[config.mk]
export PLATFORM = sky130hd
export DESIGN_NAME = clock_enable_gen_flat
export DESIGN_NICKNAME = d
export VERILOG_FILES = /design/src/rtl/clock_enable_gen_if.sv /design/src/rtl/clock_enable_gen.sv /design/src/flat_wrapper.sv
export SDC_FILE = /design/constraint.sdc
export NUM_CORES = 1
export LEC_CHECK = 0
export CAP_MARGIN = 25
export CELL_PAD_IN_SITES_DETAIL_PLACEMENT = 1
export CELL_PAD_IN_SITES_GLOBAL_PLACEMENT = 2
export CORE_UTILIZATION = 25
export CTS_CLUSTER_DIAMETER = 60
export DETAILED_ROUTE_END_ITERATION = 6
export GPL_TIMING_DRIVEN = 0
export PLACE_DENSITY = 0.6
export SLEW_MARGIN = 15
export SYNTH_ARGS = -nofsm -noshare
export SYNTH_HDL_FRONTEND = slang
export SYNTH_SLANG_ARGS = --single-unit
[constraint.sdc]
create_clock -name clk -period 13.2 [get_ports clk]
set_clock_uncertainty 0.2 [all_clocks]
set_input_delay 1.98 -clock clk [delete_from_list [all_inputs] [get_ports clk]]
set_output_delay 1.98 -clock clk [all_outputs]
set_load 0.01 [all_outputs]
[src/rtl/clock_enable_gen_if.sv]
// Control/status bundle for clock_enable_gen: divisor programming, sync and per-channel outputs.
// Readback signals exist only when CLKDIV_READBACK_EN is defined.
interface clock_enable_gen_if #(
    parameter int N_CH  = 4,
    parameter int CNT_W = 32,
    parameter int SEL_W = 4
);
    logic             sync;
    logic             div_wr;
    logic [SEL_W-1:0] div_sel;
    logic [CNT_W-1:0] div_data;
    logic [N_CH-1:0]  en_out;
    logic [N_CH-1:0]  tog_out;
`ifdef CLKDIV_READBACK_EN
    logic [SEL_W-1:0] rd_sel;
    logic [CNT_W-1:0] rd_data;

    modport master (output sync, div_wr, div_sel, div_data, rd_sel,
                    input  en_out, tog_out, rd_data);
    modport slave  (input  sync, div_wr, div_sel, div_data, rd_sel,
                    output en_out, tog_out, rd_data);
`else
    modport master (output sync, div_wr, div_sel, div_data,
                    input  en_out, tog_out);
    modport slave  (input  sync, div_wr, div_sel, div_data,
                    output en_out, tog_out);
`endif
endinterface

[src/rtl/clock_enable_gen.sv]
// Multi-channel programmable clock-enable generator: one-cycle enable pulse and toggle per channel.
// Optional counter readback port is built when CLKDIV_READBACK_EN is defined.
module clock_enable_gen #(
    parameter int                    N_CH     = 4,
    parameter int                    CNT_W    = 32,
    parameter int                    SEL_W    = 4,
    parameter logic [N_CH*CNT_W-1:0] DIV_INIT = {32'd50000000, 32'd100000, 32'd262144, 32'd4}
) (
    input  logic             clk,
    input  logic             clr,
    clock_enable_gen_if.slave bus
);
    logic [N_CH-1:0] w_en;
    logic [N_CH-1:0] w_tog;
`ifdef CLKDIV_READBACK_EN
    logic [CNT_W-1:0] w_cnt_pad [2**SEL_W];
`endif

    genvar gi;
    generate
        for (gi = 0; gi < N_CH; gi++) begin : g_ch
            logic [CNT_W-1:0] r_sdiv;
            logic [CNT_W-1:0] r_adiv;
            logic [CNT_W-1:0] r_cnt;
            logic             r_en;
            logic             r_tog;
            logic             w_wr_hit;
            logic             w_halted;
            logic             w_wrap;
            logic [CNT_W-1:0] w_new_div;

            // Out-of-range selects match no channel, so they are silently dropped.
            assign w_wr_hit  = bus.div_wr && (bus.div_sel == SEL_W'(gi));
            // A write coinciding with an adiv load is forwarded straight into adiv.
            assign w_new_div = w_wr_hit ? bus.div_data : r_sdiv;
            assign w_halted  = (r_adiv == '0);
            assign w_wrap    = !w_halted && (r_cnt == r_adiv - CNT_W'(1));

            always_ff @(posedge clk or posedge clr) begin
                if (clr) begin
                    r_sdiv <= DIV_INIT[gi*CNT_W +: CNT_W];
                    r_adiv <= DIV_INIT[gi*CNT_W +: CNT_W];
                    r_cnt  <= '0;
                    r_en   <= 1'b0;
                    r_tog  <= 1'b0;
                end else begin
                    r_sdiv <= w_new_div;
                    if (bus.sync) begin
                        r_cnt  <= '0;
                        r_en   <= 1'b0;
                        r_tog  <= 1'b0;
                        r_adiv <= w_new_div;
                    end else if (w_halted) begin
                        r_cnt  <= '0;
                        r_en   <= 1'b0;
                        r_adiv <= w_new_div;
                    end else if (w_wrap) begin
                        r_cnt  <= '0;
                        r_en   <= 1'b1;
                        r_tog  <= ~r_tog;
                        r_adiv <= w_new_div;
                    end else begin
                        r_cnt  <= r_cnt + CNT_W'(1);
                        r_en   <= 1'b0;
                    end
                end
            end

            assign w_en[gi]  = r_en;
            assign w_tog[gi] = r_tog;
`ifdef CLKDIV_READBACK_EN
            assign w_cnt_pad[gi] = r_cnt;
`endif
        end

`ifdef CLKDIV_READBACK_EN
        // Pad the readback table to the full select range so rd_sel never indexes past it.
        for (gi = N_CH; gi < 2**SEL_W; gi++) begin : g_pad
            assign w_cnt_pad[gi] = '0;
        end
`endif
    endgenerate

`ifdef CLKDIV_READBACK_EN
    logic [CNT_W-1:0] r_rd_data;

    always_ff @(posedge clk or posedge clr) begin
        if (clr) begin
            r_rd_data <= '0;
        end else begin
            r_rd_data <= w_cnt_pad[bus.rd_sel];
        end
    end

    assign bus.rd_data = r_rd_data;
`endif

    assign bus.en_out  = w_en;
    assign bus.tog_out = w_tog;
endmodule

[src/flat_wrapper.sv]
// flat-port wrapper written by rule: the top's interface ports become plain ports
module clock_enable_gen_flat 
#(
    parameter int                    N_CH     = 4,
    parameter int                    CNT_W    = 32,
    parameter int                    SEL_W    = 4,
    parameter logic [N_CH*CNT_W-1:0] DIV_INIT = {32'd50000000, 32'd100000, 32'd262144, 32'd4}
)
  (clk, clr, bus_sync, bus_div_wr, bus_div_sel, bus_div_data, bus_en_out, bus_tog_out);
  clock_enable_gen_if #(.N_CH(N_CH), .CNT_W(CNT_W), .SEL_W(SEL_W)) bus_i ();
  input  logic clk;
  input  logic clr;
  input wire logic [$bits(bus_i.sync)-1:0] bus_sync;
  input wire logic [$bits(bus_i.div_wr)-1:0] bus_div_wr;
  input wire logic [$bits(bus_i.div_sel)-1:0] bus_div_sel;
  input wire logic [$bits(bus_i.div_data)-1:0] bus_div_data;
  output wire logic [$bits(bus_i.en_out)-1:0] bus_en_out;
  output wire logic [$bits(bus_i.tog_out)-1:0] bus_tog_out;
  assign bus_i.sync = bus_sync;
  assign bus_i.div_wr = bus_div_wr;
  assign bus_i.div_sel = bus_div_sel;
  assign bus_i.div_data = bus_div_data;
  assign bus_en_out = bus_i.en_out;
  assign bus_tog_out = bus_i.tog_out;
  clock_enable_gen #(.N_CH(N_CH), .CNT_W(CNT_W), .SEL_W(SEL_W), .DIV_INIT(DIV_INIT)) u_core (.clk(clk), .clr(clr), .bus(bus_i));
endmodule
# Yosys cells after proc, flatten, opt, wreduce, memory -nomap -nowiden
# Index checks and enable logic that the tools add are counted.
[classes]
n_eq_ne = 11
n_reduce_logical = 29
n_addsub = 8
bitwise_logic = 4
muxes = 52
[op_table]
columns = ["cell", "n"]
rows = [
  ["32-bit 2-to-1 mux", 28],
  ["32-bit by 1-bit adder with 32-bit output, second input constant", 4],
  ["32-bit == test", 4],
  ["32-bit zero test", 4],
  ["32-bit by 1-bit subtractor with 32-bit output, second input constant", 4],
  ["1-bit 2-to-1 mux", 24],
  ["3-bit nonzero test", 4],
  ["4-bit by 2-bit == test with 1-bit output, second input constant", 2],
  ["1-bit logical AND", 8],
  ["2-bit != test, second input constant", 4],
  ["2-bit AND reduction", 4],
  ["2-bit nonzero test", 4],
  ["4-bit by 1-bit == test with 1-bit output, second input constant", 1],
  ["1-bit zero test", 4],
  ["4-bit zero test", 1],
  ["1-bit inverter", 4],
]
[totals]
word_cells = 124
output_inout_bits = 8
input_bits = 40
register_bits = 392

# Longest topological paths before layout
[logic_depth]
ltp_word = 6
ltp_mapped = 14
depth_no_buf = 11

# Worst setup path before layout
# Ideal clock, no wire load.
[synth_path]
path_type = "input -> register"
startpoint = "input port bus_div_sel[3]"
endpoint = "register u_core.g_ch[1].r_adiv[10]"
cell_stages = 6
setup_time_ns = 0.128
t_arrival_ns = 3.634
required_time_ns = 12.872
slack_ns = 9.239
n_path_buf = 1
cell_sequence = "nor2_1 nand2_1 nor3b_1 clkbuf_1 mux2_2 mux2_1"
[synth_via]
elab_chain_len = 6
[synth_lines]
columns = ["item", "line_no", "text"]
rows = [
  ["from (decl)", "flat_wrapper.sv:15", "input wire logic [$bits(bus_i.div_sel)-1:0] bus_div_sel;"],
  ["4-bit by 1-bit == test with 1-bit output (*)", "clock_enable_gen.sv:33", "assign w_wr_hit = bus.div_wr && (bus.div_sel == SEL_W'(gi));"],
  ["1-bit logical AND (*)", "clock_enable_gen.sv:33", ""],
  ["32-bit 2-to-1 mux (*)", "clock_enable_gen.sv:35", "assign w_new_div = w_wr_hit ? bus.div_data : r_sdiv;"],
  ["via u_core.g_ch[1].w_new_div[10]", "clock_enable_gen.sv:30", "logic [CNT_W-1:0] w_new_div;"],
  ["32-bit 2-to-1 mux", "clock_enable_gen.sv:57", "end else if (w_wrap) begin"],
  ["32-bit 2-to-1 mux", "clock_enable_gen.sv:53", "end else if (w_halted) begin"],
  ["32-bit 2-to-1 mux (*)", "clock_enable_gen.sv:48", "if (bus.sync) begin"],
  ["to (signal assigned)", "clock_enable_gen.sv:52", "r_adiv <= w_new_div;"],
  ["to (signal assigned)", "clock_enable_gen.sv:56", "r_adiv <= w_new_div;"],
  ["to (signal assigned)", "clock_enable_gen.sv:61", "r_adiv <= w_new_div;"],
  ["to (decl)", "clock_enable_gen.sv:23", "logic [CNT_W-1:0] r_adiv;"],
]
# The timed path passes the listed nets; every way through them passes the cells marked *. The select of a mux whose other input is x is not followed.
# A chain may end at the register's enable or synchronous reset.

# Worst setup path in the final report
[layout_path]
startpoint = "register u_core.g_ch[1].r_adiv[0]"
endpoint = "register u_core.g_ch[1].r_cnt[28]"
[layout_via]
elab_chain_len = 6
word_cells_on_any_way = 8
cone_classes = "add/sub (1); eq/ne (1); mux (3); reduce/logical (3)"
[layout_lines]
columns = ["item", "line_no", "text"]
rows = [
  ["from (signal assigned)", "clock_enable_gen.sv:42", "r_adiv <= DIV_INIT[gi*CNT_W +: CNT_W];"],
  ["from (signal assigned)", "clock_enable_gen.sv:52", ""],
  ["from (signal assigned)", "clock_enable_gen.sv:56", ""],
  ["32-bit by 1-bit subtractor with 32-bit output or 32-bit zero test (tied branches)", "clock_enable_gen.sv:37, clock_enable_gen.sv:36", ""],
  ["32-bit == test or 1-bit zero test (tied branches)", "clock_enable_gen.sv:37", "assign w_wrap = !w_halted && (r_cnt == r_adiv - CNT_W'(1));"],
  ["1-bit logical AND", "clock_enable_gen.sv:37", ""],
  ["32-bit 2-to-1 mux", "clock_enable_gen.sv:57", ""],
  ["32-bit 2-to-1 mux (*)", "clock_enable_gen.sv:53", ""],
  ["32-bit 2-to-1 mux (*)", "clock_enable_gen.sv:48", ""],
  ["to (signal assigned)", "clock_enable_gen.sv:63", "r_cnt <= r_cnt + CNT_W'(1);"],
  ["to (decl)", "clock_enable_gen.sv:24", "logic [CNT_W-1:0] r_cnt;"],
]
# Every way passes the cells marked *; elsewhere a longest branch is shown, timed or not.

==> flow_summary_export.csv <==
group,metric,value,unit
sta,finalHoldViolations,0,
synthesis,ys.flop_type,"dfrtp_1",
synthesis,synth.avg_cell_area,10.8,um2
finish,multi_input_area,10300,um2
synthesis,synthDominantCellAreaShare,42.5,%
finish,final_cell_mix,"dfrtp_1, nor2_1, xnor2_1, mux2_2, xor2_1",
placed_design,dp_hpwl,44500,um
critical_path,worstRegToRegCells,13,
run_status,outcome,"finished clean",
clocking,cts_tree,"built",
floorplanning,start_util,25.3,%
sta,min_period_over_period,41.2,%
synthesis,synth_cell_types,79,
floorplanning,core-area,82000,um2
finish,layout_commonest_cell,"dfrtp_1",
floorplanning,die_width,290,um
critical_path,start_kind,"flop",
placed_design,place_ws,7.91,ns
floorplanning,die-area,84000,um2
worst_hold_path,hold_path.class,"reg2reg",
route,via_per_inst,4.77,
finish,nets,2075,
sta,rsz0062_at_grt,"no",
finish,layout-drive-gt1-share,15.6,%
synthesis,ys_ff_latch,392,
finish,area_delta_synth_final,17.1,%
clocking,h-tree-depth,2,
critical_path,r2r_end,"u_core.g_ch[1].r_cnt[28]",
critical_path,reg2reg_from,"u_core.g_ch[1].r_adiv[0]",
route,drt_iter0_drc,684,
finish,design_area,24300,um2
critical_path,slowest_stage,"nor3b_1",
route,wirelength,60200,um
synthesis,ys_warn_count,0,
synthesis,postSynthCellCount,1922,
grt,grtUsageTotal,14.5,%
critical_path,required,13.45,ns
critical_path,cp-startpoint,"u_core.g_ch[1].r_adiv[0]",
synthesis,synthesis.nets,1974,
clocking,cts_sinks,392,
critical_path,r2r_slack,7.77,ns
sta,fin_crit,5.43,ns
route,final_antenna_net_count,0,
flow_run,drv_cap,0,
critical_path,cp_data_arrival_time,5.68,ns
finish,post-route-util,29.6,%
clocking,post_cts_buffers,0,
finish,fillers,9215,
clocking,cts_root_buf,"clkbuf_16",
grt,grt_max_degree,115,
clocking,numCtsBuffers,46,
clocking,ctsHoldBuffers,0,
clocking,clk_latency,0.58,ns
grt,antenna_found_initial,13,
sta,holdWs,0.294,ns
route,firstDrtPassIters,5,
synthesis,synth-edff-count,0,
route,wire_per_inst,19.2,um
placed_design,gp_congestion,0.794,
synthesis,syn_area,20700,um2
power,vdd_ir_drop_max,73.1,uV
floorplanning,ios,48,
clocking,clockBufferDepth,3,
sta,fin_ws,7.77,ns
floorplanning,rows,105,
placed_design,portBuffers,47,
synthesis,ys_async_sr_fraction,100,%
grt,overflow,0,
critical_path,worstPathCellList,"inv_1 > ha_1 > nor3b_1 > nand4_1 > a2111oi_0 > and4_1 > o2111ai_1 > nor4_1 > nand4_1 > nand2_2 > buf_2 > buf_2 > nor2_1",
sta,slew_headroom,27.8,%
grt,grt_pass1_wl,96300,um
power,power_density,157,nW/um2
finish,finalNonFillerCells,3135,
critical_path,crit_path_end,"u_core.g_ch[1].r_cnt[28]",
placed_design,place_area,22600,um2
synthesis,synthTopCellsByArea,"dfrtp_1, mux2_2, xnor2_1",
floorplanning,die_h,290,um
sta,fmax,0.184,GHz
route,drc,0,
sta,slew_viol_final,0,
sta,setup_viol,0,
critical_path,critPathMaxStageDelay,0.76,ns
critical_path,worstPathMaxFanout,10,
power,p_leak,9.75,nW
finish,final-seq-area,9860,um2
clocking,ctsResizeCount,0,
worst_hold_path,hold_path_depth,1,
placed_design,placedCellCount,3044,
critical_path,crit_type,"reg2reg",
grt,first_global_vias,16254,
route,dr_total_vias,14955,
synthesis,synth_top_area_cell,"dfrtp_1",
critical_path,critPathCaptureType,"flop",
synthesis,ys_seq_area_share,47.6,%
sta,worst_pin_slew,1.07,ns
clocking,clkTransAtPathRegs,0.06,ns
where the power goes:
part           internal [mW]  switching, mW
Sequential              1.43          0.207
Combinational          0.380          0.455
Clock                  0.824          0.527
cell usage after synthesis, types with 6 or more instances:
library cell and instances:
nor2_1 224, ha_1 12, nor3b_1 8, inv_1 33
and3_1 40, mux2i_1 10, nor2b_1 13, clkbuf_1 42
o211ai_1 6, buf_4 19, buf_2 13, nor4b_1 9
mux2_1 116, or3_1 13, nand3_1 73, dfrtp_1 352
nand2b_1 13, dfstp_2 40, nand4_1 53, o21ai_0 25
nor3_1 55, xor2_1 133, nand2_1 101, mux2_2 148
a31oi_1 11, or4_1 13, xnor2_1 154, and4_1 15
nor4_1 43, a21oi_1 31, nor4_2 7
state kept, by name, summed over array words and instances (netlist names):
register,flops
u_core.g_ch.r_tog,4
u_core.g_ch.r_en,4
u_core.g_ch.r_cnt,128
u_core.g_ch.r_adiv,128
u_core.g_ch.r_sdiv,128
per-layer routing:
layer  part of all wire (%)  routed length, um  GRT usage [%]
met3                    3.9               2360           2.16
met1                     50              30200           21.3
met5                      0                  0              0
met2                     44              26800           22.6
met4                    1.4                826           2.85
stage by stage:
step	setup TNS [ns]	power, mW
after global placement	-1698.20	2.46
after floorplan	0	2.21
after detailed placement	0	2.49
after CTS	0	3.88
after global routing	0	4.06
final	0	3.82
layout make-up:
class | count | area share [%]
Multi-Input combinational cell | 1417 | 42.6
Sequential cell | 392 | 40.6
Clock buffer | 70 | 5.71
Tap cell | 1070 | 5.52
Timing Repair Buffer | 53 | 2.35
Buffer | 80 | 1.70
Clock inverter | 16 | 0.944
Inverter | 33 | 0.542
Antenna cell | 4 | 0.0413
worst max-delay path: cells and delay by family (launching register included):
kind | cells | cell delay [ns]
DFF | 1 | 0.45
AOI/OAI and AO/OA | 2 | 0.91
buffers and inverters | 3 | 0.88
and+or+nand+nor | 7 | 2.69
adders and majority gates | 1 | 0.20
logic make-up (layout without fill, tap and decap cells):
kind of cell    count (synthesis)  after routing  share of synthesized area [%]
xor+xnor                      287            287                           12.1
flops                         392            392                           47.6
fa+ha+maj                      12             12                          0.725
simple gates                  709            709                           17.7
buf+inv                       113            252                           2.58
compound gates                135            135                           4.43
other cells                     0              4                              0
mux                           274            274                           14.8
worst min-delay path by stage:
| stage | startpoint | end | slack (ns) |
|---|---|---|---|
| floorplan | u_core.g_ch[3].r_sdiv[10] | u_core.g_ch[3].r_sdiv[10] | 0.27 |
| global placement | u_core.g_ch[2].r_sdiv[8] | u_core.g_ch[2].r_sdiv[8] | 0.28 |
| CTS | u_core.g_ch[1].r_sdiv[31] | u_core.g_ch[1].r_sdiv[31] | 0.29 |
| finish | u_core.g_ch[2].r_sdiv[22] | u_core.g_ch[2].r_sdiv[22] | 0.29 |
| detailed placement | u_core.g_ch[3].r_sdiv[9] | u_core.g_ch[3].r_sdiv[9] | 0.28 |
| global route | u_core.g_ch[0].r_sdiv[14] | u_core.g_ch[0].r_sdiv[14] | 0.31 |
(Power assumes the default switching activity.)
